[config.mk]
export PLATFORM = sky130hd
export DESIGN_NAME = op_n_to_1_pipe
export DESIGN_NICKNAME = d
export VERILOG_FILES = /design/src/rtl/op_n_to_1_pipe.sv
export SDC_FILE = /design/constraint.sdc
export NUM_CORES = 2
export LEC_CHECK = 0
export CORE_ASPECT_RATIO = 1.5
export CORE_MARGIN = 3
export CORE_UTILIZATION = 61
export DETAILED_ROUTE_END_ITERATION = 12
export GPL_TIMING_DRIVEN = 1
export PLACE_DENSITY = 0.86
export SYNTH_ARGS = -nofsm -noshare
export SYNTH_HDL_FRONTEND = slang
export SYNTH_SLANG_ARGS = --single-unit
[constraint.sdc]
create_clock -name axis_clk -period 17.3 [get_ports axis_clk]
set_input_delay 4.325 -clock axis_clk [delete_from_list [all_inputs] [get_ports axis_clk]]
set_output_delay 4.325 -clock axis_clk [all_outputs]
set_load 0.02 [all_outputs]
[src/rtl/op_n_to_1_pipe.sv]
// op_n_to_1_pipe: sums OP_NUM masked operands through a pipelined 3:2 carry-save tree plus a final adder.
// Latency: ceil(STAGE_NUM/REG_EVERY)+1 cycles from input handshake to out_valid; one transfer per cycle.
// Backpressure: one valid bit per rank; a rank loads when it is empty or the rank after it advances.
// Ports: axis_clk / axis_rst_n (async, active-low); in_op, in_mask, in_last with in_valid/in_ready;
//        out_sum, out_last with out_valid/out_ready.
module op_n_to_1_pipe #(
  parameter int OP_NUM    = 16,
  parameter int OP_WIDTH  = 32,
  parameter int SIGNED    = 1,
  parameter int REG_EVERY = 1,
  localparam int OUT_WIDTH = OP_WIDTH + $clog2(OP_NUM)
) (
  input  logic                 axis_clk,
  input  logic                 axis_rst_n,
  input  logic [OP_WIDTH-1:0]  in_op [OP_NUM-1:0],
  input  logic [OP_NUM-1:0]    in_mask,
  input  logic                 in_last,
  input  logic                 in_valid,
  output logic                 in_ready,
  output logic [OUT_WIDTH-1:0] out_sum,
  output logic                 out_last,
  output logic                 out_valid,
  input  logic                 out_ready
);

  // Operand count after one 3:2 stage.
  function automatic int next_n(input int n);
    return 2 * (n / 3) + n % 3;
  endfunction

  // Operand count entering stage s.
  function automatic int lvl_n(input int s);
    int n;
    n = OP_NUM;
    for (int i = 0; i < s; i++) n = next_n(n);
    return n;
  endfunction

  // All tree levels are packed back to back in one array; this is where level s starts.
  function automatic int lvl_off(input int s);
    int off;
    off = 0;
    for (int i = 0; i < s; i++) off += lvl_n(i);
    return off;
  endfunction

  function automatic int stage_cnt(input int n0);
    int n;
    int c;
    n = n0;
    c = 0;
    for (int i = 0; i < 64; i++) begin
      if (n > 2) begin
        n = next_n(n);
        c++;
      end
    end
    return c;
  endfunction

  localparam int STAGE_NUM = stage_cnt(OP_NUM);

  // A register rank follows stage s every REG_EVERY stages and always after the last stage.
  function automatic bit is_rank(input int s);
    return ((s + 1) % REG_EVERY == 0) || (s == STAGE_NUM - 1);
  endfunction

  // Index of the rank that would follow stage s (number of ranks before it).
  function automatic int rank_of(input int s);
    int r;
    r = 0;
    for (int i = 0; i < s; i++) if (is_rank(i)) r++;
    return r;
  endfunction

  function automatic logic [OUT_WIDTH-1:0] csa_carry(input logic [OUT_WIDTH-1:0] a,
                                                     input logic [OUT_WIDTH-1:0] b,
                                                     input logic [OUT_WIDTH-1:0] c);
    return ((a & b) | (a & c) | (b & c)) << 1;
  endfunction

  // Carry-save ranks plus the out_sum rank.
  localparam int NR       = rank_of(STAGE_NUM) + 1;
  localparam int LAST_OFF = lvl_off(STAGE_NUM);
  localparam int TOTAL    = LAST_OFF + 2;

  // ---------------------------------------------------------------- flow control
  logic [NR-1:0] rank_vld;
  logic [NR-1:0] rank_last;
  logic [NR-1:0] rank_rdy;
  logic [NR-1:0] rank_ld;
  logic [NR-1:0] src_vld;
  logic [NR-1:0] src_last;

  // Ready ripples back from out_ready; an empty rank is always ready, so bubbles collapse.
  always_comb begin
    logic down_rdy;
    down_rdy = out_ready;
    for (int k = NR - 1; k >= 0; k--) begin
      rank_rdy[k] = !rank_vld[k] || down_rdy;
      down_rdy    = rank_rdy[k];
    end
  end

  always_comb begin
    src_vld[0]  = in_valid;
    src_last[0] = in_last;
    for (int k = 1; k < NR; k++) begin
      src_vld[k]  = rank_vld[k-1];
      src_last[k] = rank_last[k-1];
    end
  end

  assign rank_ld  = rank_rdy & src_vld;
  assign in_ready = rank_rdy[0];

  always_ff @(posedge axis_clk or negedge axis_rst_n) begin
    if (!axis_rst_n) begin
      rank_vld  <= '0;
      rank_last <= '0;
    end else begin
      for (int k = 0; k < NR; k++) begin
        if (rank_rdy[k]) rank_vld[k]  <= src_vld[k];
        if (rank_ld[k])  rank_last[k] <= src_last[k];
      end
    end
  end

  // ---------------------------------------------------------------- datapath
  wire [TOTAL-1:0][OUT_WIDTH-1:0] lvl;

  for (genvar i = 0; i < OP_NUM; i++) begin : g_ext
    logic sgn;
    assign sgn    = (SIGNED != 0) && in_op[i][OP_WIDTH-1];
    assign lvl[i] = in_mask[i] ? {{(OUT_WIDTH - OP_WIDTH){sgn}}, in_op[i]} : '0;
  end

  for (genvar s = 0; s < STAGE_NUM; s++) begin : g_stage
    localparam int NI = lvl_n(s);
    localparam int NO = lvl_n(s + 1);
    localparam int OI = lvl_off(s);
    localparam int OO = lvl_off(s + 1);
    localparam int G  = NI / 3;

    logic [NO-1:0][OUT_WIDTH-1:0] d;

    // Each triple becomes a sum/carry pair; leftovers pass straight through.
    always_comb begin
      d = '0;
      for (int j = 0; j < G; j++) begin
        d[2*j]   = lvl[OI+3*j] ^ lvl[OI+3*j+1] ^ lvl[OI+3*j+2];
        d[2*j+1] = csa_carry(lvl[OI+3*j], lvl[OI+3*j+1], lvl[OI+3*j+2]);
      end
      for (int j = 0; j < NI % 3; j++) d[2*G+j] = lvl[OI+3*G+j];
    end

    if (is_rank(s)) begin : g_reg
      localparam int RK = rank_of(s);
      logic [NO-1:0][OUT_WIDTH-1:0] q;
      // Load-gated only: junk offered without in_valid never enters the tree state.
      always_ff @(posedge axis_clk) begin
        if (rank_ld[RK]) q <= d;
      end
      assign lvl[OO +: NO] = q;
    end else begin : g_thru
      assign lvl[OO +: NO] = d;
    end
  end

  always_ff @(posedge axis_clk or negedge axis_rst_n) begin
    if (!axis_rst_n)          out_sum <= '0;
    else if (rank_ld[NR-1])   out_sum <= lvl[LAST_OFF] + lvl[LAST_OFF+1];
  end

  assign out_valid = rank_vld[NR-1];
  assign out_last  = rank_last[NR-1];

endmodule

# Word level (Yosys, flattened, before mapping)
# Cells that the tools add are included.
# classes
add_sub_neg	1
mux	15
n_bitwise	99
n_reduce_logical	14
# op_table
op	n
AND 35 bit	42
XOR 36 bit	28
OR 35 bit	28
2-to-1 mux 36 bit	15
adder 36 bit	1
AND 7 bit	1
zero test 1 bit	7
logical OR 1 bit	7
# totals
reg_bits	1245
inputBits	533

# Depth between registers and ports, before layout
# depth
depth_word	9
depth_mapped	10

# Worst setup path before layout
# OpenSTA, ideal clock, no wires.
# synth_path
kind	input to register
startpoint	input port out_ready
endpoint	register rank_last[0]
arrival_ns	13.988
required_time_ns	17.192
setup_slack_ns	3.204
path_stages	6
path_cell_list	nor2b_1 nand3_1 nor2_1 nand4_1 and2_1 mux2_2
# synth_between
elab_chain_len	8
# synth_rtl
element	line	rtl
start: declaration	23	input logic out_ready
logical OR 1 bit (7 in series)	100	rank_rdy[k] = !rank_vld[k] || down_rdy;
net in_ready	19	output logic in_ready,
AND 7 bit	114	assign rank_ld = rank_rdy & src_vld;
net rank_ld[0]	91	logic [NR-1:0] rank_ld;
end signal: indexed assignment	124	if (rank_ld[k]) rank_last[k] <= src_last[k];
end: declaration	89	logic [NR-1:0] rank_last;
# The timed path passes the listed nets, and every way through them passes these cells.
# A chain may end at the register's enable or synchronous reset.

# Final worst setup path
# layout_path
startpoint	input port out_ready
endpoint	output port in_ready
# layout_between
elab_chain_len	7
# layout_rtl
element	line
logical OR 1 bit (7 in series)	100
end: declaration	19
# Every way passes these cells.

==> run metrics <==
largest area contributor in the netlist=edfxtp_1; H-tree depth=3; Slew Viols, Final=0; Die Y=around 360 µm; final setup fails=0; DRC viols=0; Final Net Count=between 4000 and 5000; drt pass-1 iters=6; Logic pwr share=23.0%; Cell Int Power=around 6 mW; global-route wire length before repair=183 mm; Worst R2R Path Depth=7; WL/cell=28.5 µm; flops & latches, synth=~1200; total die area=around 86000 µm²; sw power=~2.6 mW; largest net degree at the start of global routing=93; largest cells by area after synthesis=edfxtp_1 67%, fa_1 18%, and2_1 6.5%, dfrtp_1 2.5%, ha_1 1.0%; Synth Area in Compound Gates=1.90%; Via Count=~26000; IO Count=between 500 and 600; Initial Util=approximately three fifths; Min-Delay Path Class=flop to flop; hold_ws=a little over 0.4 ns; cts repair resizes=0; synthesis warning total=0; Max Buffers Root-to-Sink=3; leakage=roughly 22 nW; final period utilization=around three fifths; Sw Ratio=approximately 30%; Worst IR Drop VDD=~0.092 mV; Synth Area in Simple Gates=7.95%; Top FF cell, synth=edfxtp_1; final core occ=74.3%; max_cap viols=0; RR Endpoint=g_stage[0].g_reg.q[148]$_DFFE_PP_; antenna violations before repair=24; Post-Synth XOR/XNOR Area=less than 1%; Global Route Usage Sum=30.0%; mux share of post-synthesis cell area=less than 1%; CP endpoint=in_ready; DRT Wirelength=approximately 120 mm; Root Driver=clkbuf_16; Slew HR=16.6%; Area growth syn-to-layout=20.3%; Final Hold Viols=0; num rows=128; CTS tree=yes; Cells after Synth=approximately 2600; Max Fclk=93.5 MHz; Die Wd=~240 µm; Clock Sinks=~1200; RSZ-0062 raised after global routing=false; area of the core=around 82000 µm²; Worst Setup Start Kind=primary input; mapped cell area=50300 µm²; register area share after synthesis=a little over two thirds; Avg Cell Area, Syn=around 19 µm²; grt ovf=0; crit path kind=primary input to output port; Finished Cell Area=slightly above 60000 µm²; Critical path origin=out_ready; worst endpoint required time=around 13 ns; r2r startpoint=rank_vld[6]$_DFFE_PN0P_; post-DP HPWL=86.2 mm; DR vias/cell=just under 6; Slew @ Worst Pin=1.25 ns; CP endpoint kind=output port; status=finished, final reports clean; CTS clock-pin slew for the worst setup and hold paths=0.07 ns; Final TNS setup=0 ns; Hold-fix buffers, CTS=0; Post-synth ARST share=under 10%; TritonCTS Buffers=100; postcts setup bufs=0; Final ANT Viol Nets=0; sequential share of power=about half; Power Density=between 100 and 150 nW/µm²; CP max FO=7; share of cells above drive strength 1=approximately 6.3%; Synth Area in Adders=a little under a fifth; port bufs=roughly 570; commonest cells in the netlist=1126 x edfxtp_1, 519 x and2_1, 456 x fa_1; gpl congestion=around 0.99; combinational family with the most area after synthesis=adder cells; CP Data Arrival Time=between 6 and 7 ns; Final Skew=0.0221 ns; crit path time final=10.69 ns; syn_nets=3642; clock network power share=25.8%; Yosys cell types=56; Post-synth EDFFs=about 1100; vias in the first global route=28300; dpl cell area=~57000 µm²; Worst-Skew Late Latency=roughly 0.68 ns; top-count cell post-synth=edfxtp_1; slack of the worst reg-to-reg path=between 10 and 15 ns; share of the synthesized area in the top cell type=around two thirds; Initial DRC Count=between 2000 and 3000
-- cells in the final DEF, fill, tap and decap left out, types with 38 or more instances in the layout --
master / Yosys / final
o21ai_0: 42 / 42
a21oi_1: 38 / 38
ha_1: 41 / 41
clkbuf_16: 0 / 100
nand2_1: 72 / 72
edfxtp_1: 1126 / 1126
dfrtp_1: 50 / 50
fa_1: 456 / 456
clkdlybuf4s50_1: 0 / 567
and2_1: 519 / 514
-- cell type report --
type | instances | area [µm²]
Antenna cell | 19 | 47.5
Clock buffer | 120 | 2580
Clock inverter | 62 | 676
Fill cell | 4426 | 21000
Inverter | 10 | 37.5
Multi-Input combinational cell | 1355 | 15000
Sequential cell | 1176 | 35100
Tap cell | 1040 | 1300
Timing Repair Buffer | 596 | 5880
-- worst max-delay path: stages --
cell and delay (ns):
clkdlybuf4s50_1 0.41, nor2b_1 0.47, nand3_1 0.19, nor2_1 0.21, nand4_1 0.18, clkdlybuf4s50_1 0.58
-- per-stage QoR --
| stage | setup slack, ns | std cells | total power, mW |
|---|---|---|---|
| 3_5_place_dp | 6.61 | 4177 | 6.44 |
| 6_report | 6.61 | 4378 | 8.71 |
| 3_3_place_gp | 6.69 | 4177 | 6.27 |
| 5_1_grt | 6.43 | 4369 | 9.12 |
| 4_1_cts | 6.62 | 4359 | 8.78 |
| 2_1_floorplan | 3.20 | 2612 | 5.56 |
-- flip-flops by register name, summed over array words and instances (netlist names) --
signal	cells
g_stage.g_reg.q	1126
rank_last	7
rank_vld	7
out_sum	36
-- power by group through the flow --
stage	registers [mW]	logic, mW	clock network [mW]
6_report	4.46	2.00	2.25
3_3_place_gp	4.44	1.83	0
2_1_floorplan	4.51	1.05	0
3_5_place_dp	4.50	1.94	0
4_1_cts	4.48	2.01	2.28
5_1_grt	4.53	2.21	2.39
-- cell families (layout without fill, tap and decap cells) --
logic type               count (synthesis)  count (layout)
buffers and inverters                   81             788
flip-flops                            1176            1176
XOR/XNOR                                30              30
AO/OA/AOI/OAI                          146             146
multiplexers                             6               6
other                                    0              19
AND/OR/NAND/NOR                        676             676
adder cells (fa/ha/maj)                497             497
-- per-layer routing --
layer	vias to the layer above	global-route usage (%)	wire, µm	part of all wire (%)
met2	1558	51.9	66000	53
met1	13000	38.3	44000	35
met3	309	4.41	9240	7.4
met5	-	0	35	0.028
met4	6	12.7	5390	4.3
li1	10600	-	-	-
-- worst min path at each step --
stage,startpoint,to,slack (ns),cells after the start
after floorplan,g_stage[0].g_reg.q[325]$_DFFE_PP_,g_stage[1].g_reg.q[217]$_DFFE_PP_,0.40,0
after global placement,g_stage[1].g_reg.q[236]$_DFFE_PP_,g_stage[2].g_reg.q[164]$_DFFE_PP_,0.40,0
after detailed placement,g_stage[0].g_reg.q[339]$_DFFE_PP_,g_stage[1].g_reg.q[231]$_DFFE_PP_,0.40,0
after CTS,g_stage[0].g_reg.q[372]$_SDFFCE_PN0P_,g_stage[1].g_reg.q[264]$_DFFE_PP_,0.41,0
after global routing,g_stage[3].g_reg.q[129]$_DFFE_PP_,g_stage[4].g_reg.q[93]$_DFFE_PP_,0.41,0
final,g_stage[1].g_reg.q[280]$_DFFE_PP_,g_stage[2].g_reg.q[208]$_DFFE_PP_,0.41,0
(Power assumes the default switching activity.)
